### src/rtl/instr_sequencer.sv
// instr_sequencer: three-phase fetch/latch/execute program sequencer with HALT and counted LOOP.
// Define SEQ_LOOP_EN to compile in LOOP_OP handling; otherwise LOOP_OP runs as a normal instruction.
module instr_sequencer #(
  parameter int PC_W = 4,
  parameter logic [PC_W-1:0] START_ADDR = '0,
  parameter logic [3:0] HALT_OP = 4'hF,
  parameter logic [3:0] LOOP_OP = 4'hE
) (
  input  logic            clock,
  input  logic            reset,
  input  logic            start,
  input  logic [15:0]     instruction,
  output logic [PC_W-1:0] counter,
  output logic            enable_sel_mem,
  output logic            exec_en,
  output logic            busy,
  output logic            done,
  output logic            loop_active
);
  typedef enum logic [2:0] {IDLE, FETCH, LATCH, EXEC, DONE} state_t;
  state_t state, state_n;
  logic [PC_W-1:0] counter_n, next_pc, target;
  logic is_halt, is_loop, jump, unused_bits;
  assign next_pc = counter + PC_W'(1);
  assign target = PC_W'(instruction[11:8]);
  assign is_halt = instruction[15:12] == HALT_OP;
  assign unused_bits = ^{instruction[11:0], LOOP_OP, target};
  // The opcode is only known once memory data arrives in LATCH, so this is decoded from state.
  assign enable_sel_mem = state == LATCH && !is_halt && !is_loop;
`ifdef SEQ_LOOP_EN
  logic [3:0] loop_cnt, count;
  logic [PC_W-1:0] loop_addr;
  logic at_end;
  assign count = instruction[7:4];
  assign is_loop = instruction[15:12] == LOOP_OP;
  assign at_end = loop_active && counter == loop_addr;
  assign jump = loop_active ? at_end && loop_cnt != 4'd0 : count != 4'd0;
  always_ff @(posedge clock) begin
    if (reset) begin
      loop_active <= 1'b0;
      loop_cnt <= '0;
      loop_addr <= '0;
    end else if (state_n == DONE) begin
      loop_active <= 1'b0;
    end else if (state == LATCH && is_loop) begin
      if (!loop_active && count != 4'd0) begin
        loop_active <= 1'b1;
        loop_cnt <= count - 4'd1;
        loop_addr <= counter;
      end else if (at_end && loop_cnt == 4'd0) begin
        loop_active <= 1'b0;
      end else if (at_end) begin
        loop_cnt <= loop_cnt - 4'd1;
      end
    end
  end
`else
  assign is_loop = 1'b0;
  assign jump = 1'b0;
  assign loop_active = 1'b0;
`endif
  always_comb begin
    state_n = state == IDLE  ? (start ? FETCH : IDLE) :
              state == FETCH ? LATCH :
              state == LATCH ? (is_halt ? DONE : is_loop ? FETCH : EXEC) :
              state == EXEC  ? FETCH : IDLE;
    counter_n = state == IDLE && start ? START_ADDR :
                state == EXEC ? next_pc :
                state == LATCH && is_loop ? (jump ? target : next_pc) : counter;
  end
  always_ff @(posedge clock) begin
    if (reset) begin
      state <= IDLE;
      counter <= '0;
      exec_en <= 1'b0;
      busy <= 1'b0;
      done <= 1'b0;
    end else begin
      state <= state_n;
      counter <= counter_n;
      exec_en <= state_n == EXEC;
      busy <= state_n inside {FETCH, LATCH, EXEC};
      done <= state_n == DONE;
    end
  end
endmodule
### config.mk
export PLATFORM = sky130hd
export DESIGN_NAME = instr_sequencer
export DESIGN_NICKNAME = d
export VERILOG_FILES = /design/src/rtl/instr_sequencer.sv
export SDC_FILE = /design/constraint.sdc
export NUM_CORES = 1
export LEC_CHECK = 0
export CORE_AREA = 2 2 39 41
export CTS_BUF_LIST = sky130_fd_sc_hd__clkbuf_8
export CTS_CLUSTER_SIZE = 12
export DETAILED_ROUTE_END_ITERATION = 10
export DIE_AREA = 0 0 41 43
export PLACE_DENSITY = 0.79
export RECOVER_POWER = 100
export SLEW_MARGIN = 10
export SYNTH_ARGS = -nofsm -noshare
export SYNTH_HDL_FRONTEND = slang
export SYNTH_SLANG_ARGS = --single-unit
### constraint.sdc
create_clock -name clock -period 1.5 [get_ports clock]
set_clock_uncertainty 0.2 [all_clocks]
set_input_delay 0.15 -clock clock [delete_from_list [all_inputs] [get_ports clock]]
set_output_delay 0.15 -clock clock [all_outputs]
set_load 0.01 [all_outputs]
Word-level counts from Yosys, hierarchy flattened
Index checks and enable logic that the tools add are counted.

storage, ports and cells
  memories kept = 0
  RAM bits = 0
  output and inout bits = 9
  bits in latches = 0
  input bits = 19
  word-level logic and storage cells = 26
  register bits = 10
  bits in read-only memories = 0

operators by class
  $mul = 0
  magnitude comparators = 0
  equal/unequal tests = 8
  div/mod/pow operators = 0
  add/sub/neg operators = 1
  bitwise logic cells = 0
  mux-type cells = 6
  reduce and logical (&&, ||, !) cells = 6
  shift operators = 0

operators with widths
  kind                   number
  $eq A3 B2 Y1 const B   4
  $mux W3                4
  $eq A3 B1 Y1 const B   2
  $add A4 B1 Y4 const B  1
  $eq A4 B4 Y1 const B   1
  $eq A3 B3 Y1 const B   1
  $logic_not A3 Y1       1
  $reduce_bool A3 Y1     1
  $logic_and A1 B1 Y1    2
  $mux W1                2
  $reduce_or A2 Y1       1
  $logic_not A1 Y1       1

Logic depth before layout (Yosys ltp)
  depth in word-level cells = 7
  depth in mapped cells = 4
  depth with buffers taken out = 4

Worst setup path before layout
OpenSTA, ideal clock, no wires.

  path type = flip-flop to flip-flop
  start = reg state[2]
  end = reg counter[3]
  clock period less this slack = 1,325 ps
  arrival time = 1,058 ps
  cell stages (with the launch flop) = 5
  data required time = 1,234 ps
  setup time = 66 ps
  slack = 175 ps
  path through = dfxtp_1 buf_6 nand3b_4 or3_1 a21oi_2

between the ends
  word-level cells in the longest chain between the ends = 3
  elaborated cells on any way between the ends = 4
  those cells by class = 1 x eq/ne; 3 x reduce/logical

RTL lines
  what                        line  text
  start: declaration          21    state_t state, state_n;
  start signal: assignment    79    state <= state_n;
  $logic_not A3 Y1            67    counter_n = state == IDLE && start ? START_ADDR :
  $logic_and A1 B1 Y1         67
  $reduce_or A2 Y1 (no line)  n/a
  end signal: assignment      80    counter <= counter_n;
  end: declaration            13    output logic [PC_W-1:0] counter,

Parallel ways exist; a longest one is shown, timed or not.
A chain may end at the register's enable or synchronous reset.

Worst setup path after layout
  start = reg state[0]
  end = reg counter[0]

The elaborated chain is that of the path after synthesis.

==> impl_metrics.csv <==
group,metric,value,unit
placed_design,place_inst,77,
min_path,holdCritPathClass,"flip-flop to flip-flop",
placed_design,port_buffers,14,
routing,drtIter0Drc,0,
placed_design,dp.final_hpwl,662,um
floorplanning,dieArea,0.00176,mm^2
grt,grt_overflow,0,
cts,cts_sinks,10,
routing,first_pass_iters,1,
floorplanning,fp.dieH,43,um
layout,drive_gt1_frac,0.231,
cts,cts_tree,"built",
synth,synth.distinct_cells,23,
timing,rsz0062_at_grt,"no",
layout,area_growth_syn_to_layout,55.6,%
placed_design,gp_congestion,0.722,
routing,ant_nets,0,
critical_path,r2r_cells,4,
critical_path,crit_end,"counter[0]",
synth,ys_warn_count,0,
placed_design,dpl_worst_slack,-373,ps
critical_path,r2r-end,"counter[0]",
floorplanning,start_util,0.317,
pwr,irDropWorstVdd,0.000486,V
cts,clkTransAtPathRegs,50,ps
synth,synthesis.area,439,um^2
cts,htreeDepth,1,
floorplanning,rows,14,
layout,nets,86,
outcome,status,"completed",
critical_path,cp-end-kind,"flip-flop",
grt,grt_pass1_wl,1390,um
layout,diodes,0,
timing,finalCritPeriodShare,0.964,
routing,vias_per_cell,4.99,
pwr,leakage,0.306,nW
cts,cts_buffer_depth,2,
timing,fmax,692,MHz
timing,worst_slack,54.4,ps
critical_path,worstPathMaxFanout,6,
synth,syn_avg_cell_area,10.2,um^2
floorplanning,core,0.00138,mm^2
synth,synthCells,43,
floorplanning,die_w,41,um
layout,multi_input_area,235,um^2
cts,cts_setup_buffers,0,
routing,wl_per_cell,10.4,um
critical_path,r2r-start,"state[0]",
critical_path,worst-endpoint-required,1420,ps
timing,setup_viol,0,
cts,insertion_delay,230,ps
routing,wl,844,um
routing,drc,0,
layout,n_fill_cell,140,
floorplanning,num_io_pins,28,
grt,grt_usage,0.117,
grt,antenna_found_initial,0,
critical_path,start_kind,"flip-flop",
timing,period_minus_slack,1450,ps
layout,final_cell_mix,"10 x dfxtp_1, 10 x clkdlybuf4s50_1, 5 x buf_4",
pwr,power_per_cell_area,1040,mW/mm^2
cts,cts_root_buf,"clkbuf_8",
layout,regArea,200,um^2
critical_path,worstSetupStartpoint,"state[0]",
grt,grt_max_degree,8,
critical_path,criticalPathCategory,"flip-flop to flip-flop",
synth,ys_seq_area_frac,0.456,
critical_path,reg2reg_slack,50,ps
flow_run,cap_violations,0,
critical_path,cp.arrival,1370,ps
synth,synth-seq-cells,10,
timing,hold_slack,306,ps
synth,synth_nets,63,
routing,vias,404,
layout,fin_cells,81,
timing,drv_slew,0,
grt,grt_pass1_vias,365,
timing,finalHoldViolCount,0,
cts,cts_made_buffers,3,
==> worst min path at each step <==
stage	end	slack, ps	depth (start not counted)	start
6_report	counter[3]	310	2	counter[3]
5_1_grt	counter[3]	330	2	counter[3]
4_1_cts	counter[3]	310	2	counter[3]
3_5_place_dp	counter[3]	310	2	counter[3]
3_3_place_gp	counter[3]	280	2	counter[3]
2_1_floorplan	state[0]	20	1	reset
==> Yosys cell counts <==
master	n	area [um^2]
dfxtp_1	10	200
nor2_1	4	15.0
nor4_1	4	25.0
o21ai_0	3	15.0
nand2b_1	2	12.5
nor3_1	2	10.0
xor2_1	2	17.5
a211oi_1	1	7.51
a21oi_2	1	8.76
and4_1	1	8.76
buf_4	1	7.51
buf_6	1	11.3
conb_1	1	3.75
ha_1	1	12.5
mux2i_1	1	10.0
nand3_1	1	5.00
nand3b_4	1	20.0
nand4_1	1	6.26
nand4b_1	1	8.76
nor3b_1	1	7.51
o21bai_2	1	11.3
or3_1	1	6.26
or3b_1	1	8.76
==> through the flow <==
step	total power, mW	instance area, um^2	utilization	TNS [ps]
final	0.712	683	0.494	0
after global routing	0.744	683	0.494	0
after CTS	0.721	672	0.486	0
after detailed placement	0.385	626	0.452	-973
after global placement	0.384	626	0.452	-887
after floorplan	0.333	439	-	0
==> worst max-delay path: stages, from the launching register on <==
cell      delay, ps
dfxtp_1         300
buf_4           150
or3b_1          430
o21bai_4        180
nor2_1           60
==> final cells by class <==
class / count / area share
multi-input cells: 31 / 0.344
repair buffers: 20 / 0.253
flip-flops and latches: 10 / 0.293
well taps: 16 / 0.0293
clock buffers: 4 / 0.0806
==> cells by family after synthesis <==
family	Yosys count	share of synthesized area
fa+ha+maj	1	0.0285
buf+inv	2	0.0427
simple gates	20	0.305
other cells	1	0.00854
flops	10	0.456
mux	1	0.0228
xor+xnor	2	0.0399
compound gates	6	0.0969
==> power breakdown <==
part | switching [mW] | internal [mW]
logic | 0.0451 | 0.0524
clock network | 0.103 | 0.230
registers | 0.00445 | 0.277
total | 0.152 | 0.560
==> state kept, by name (all words and copies together) (netlist names) <==
signal and flops:
state 3, busy 1, exec_en 1, done 1, counter 4
==> layer usage <==
| layer | global-route usage | share of wire |
|---|---|---|
| met1 | 0.126 | 0.44 |
| met2 | 0.184 | 0.49 |
| met3 | 0.0471 | 0.059 |
| met4 | 0.0600 | 0.011 |
| met5 | 0 | 0 |
==> timing repair <==
action                     4_1_cts  5_1_grt
hold buffers                     0        0
gates resized for setup          7        3
gates cloned                     0        0
setup endpoints to repair        4        4
(Power assumes the default switching activity.)
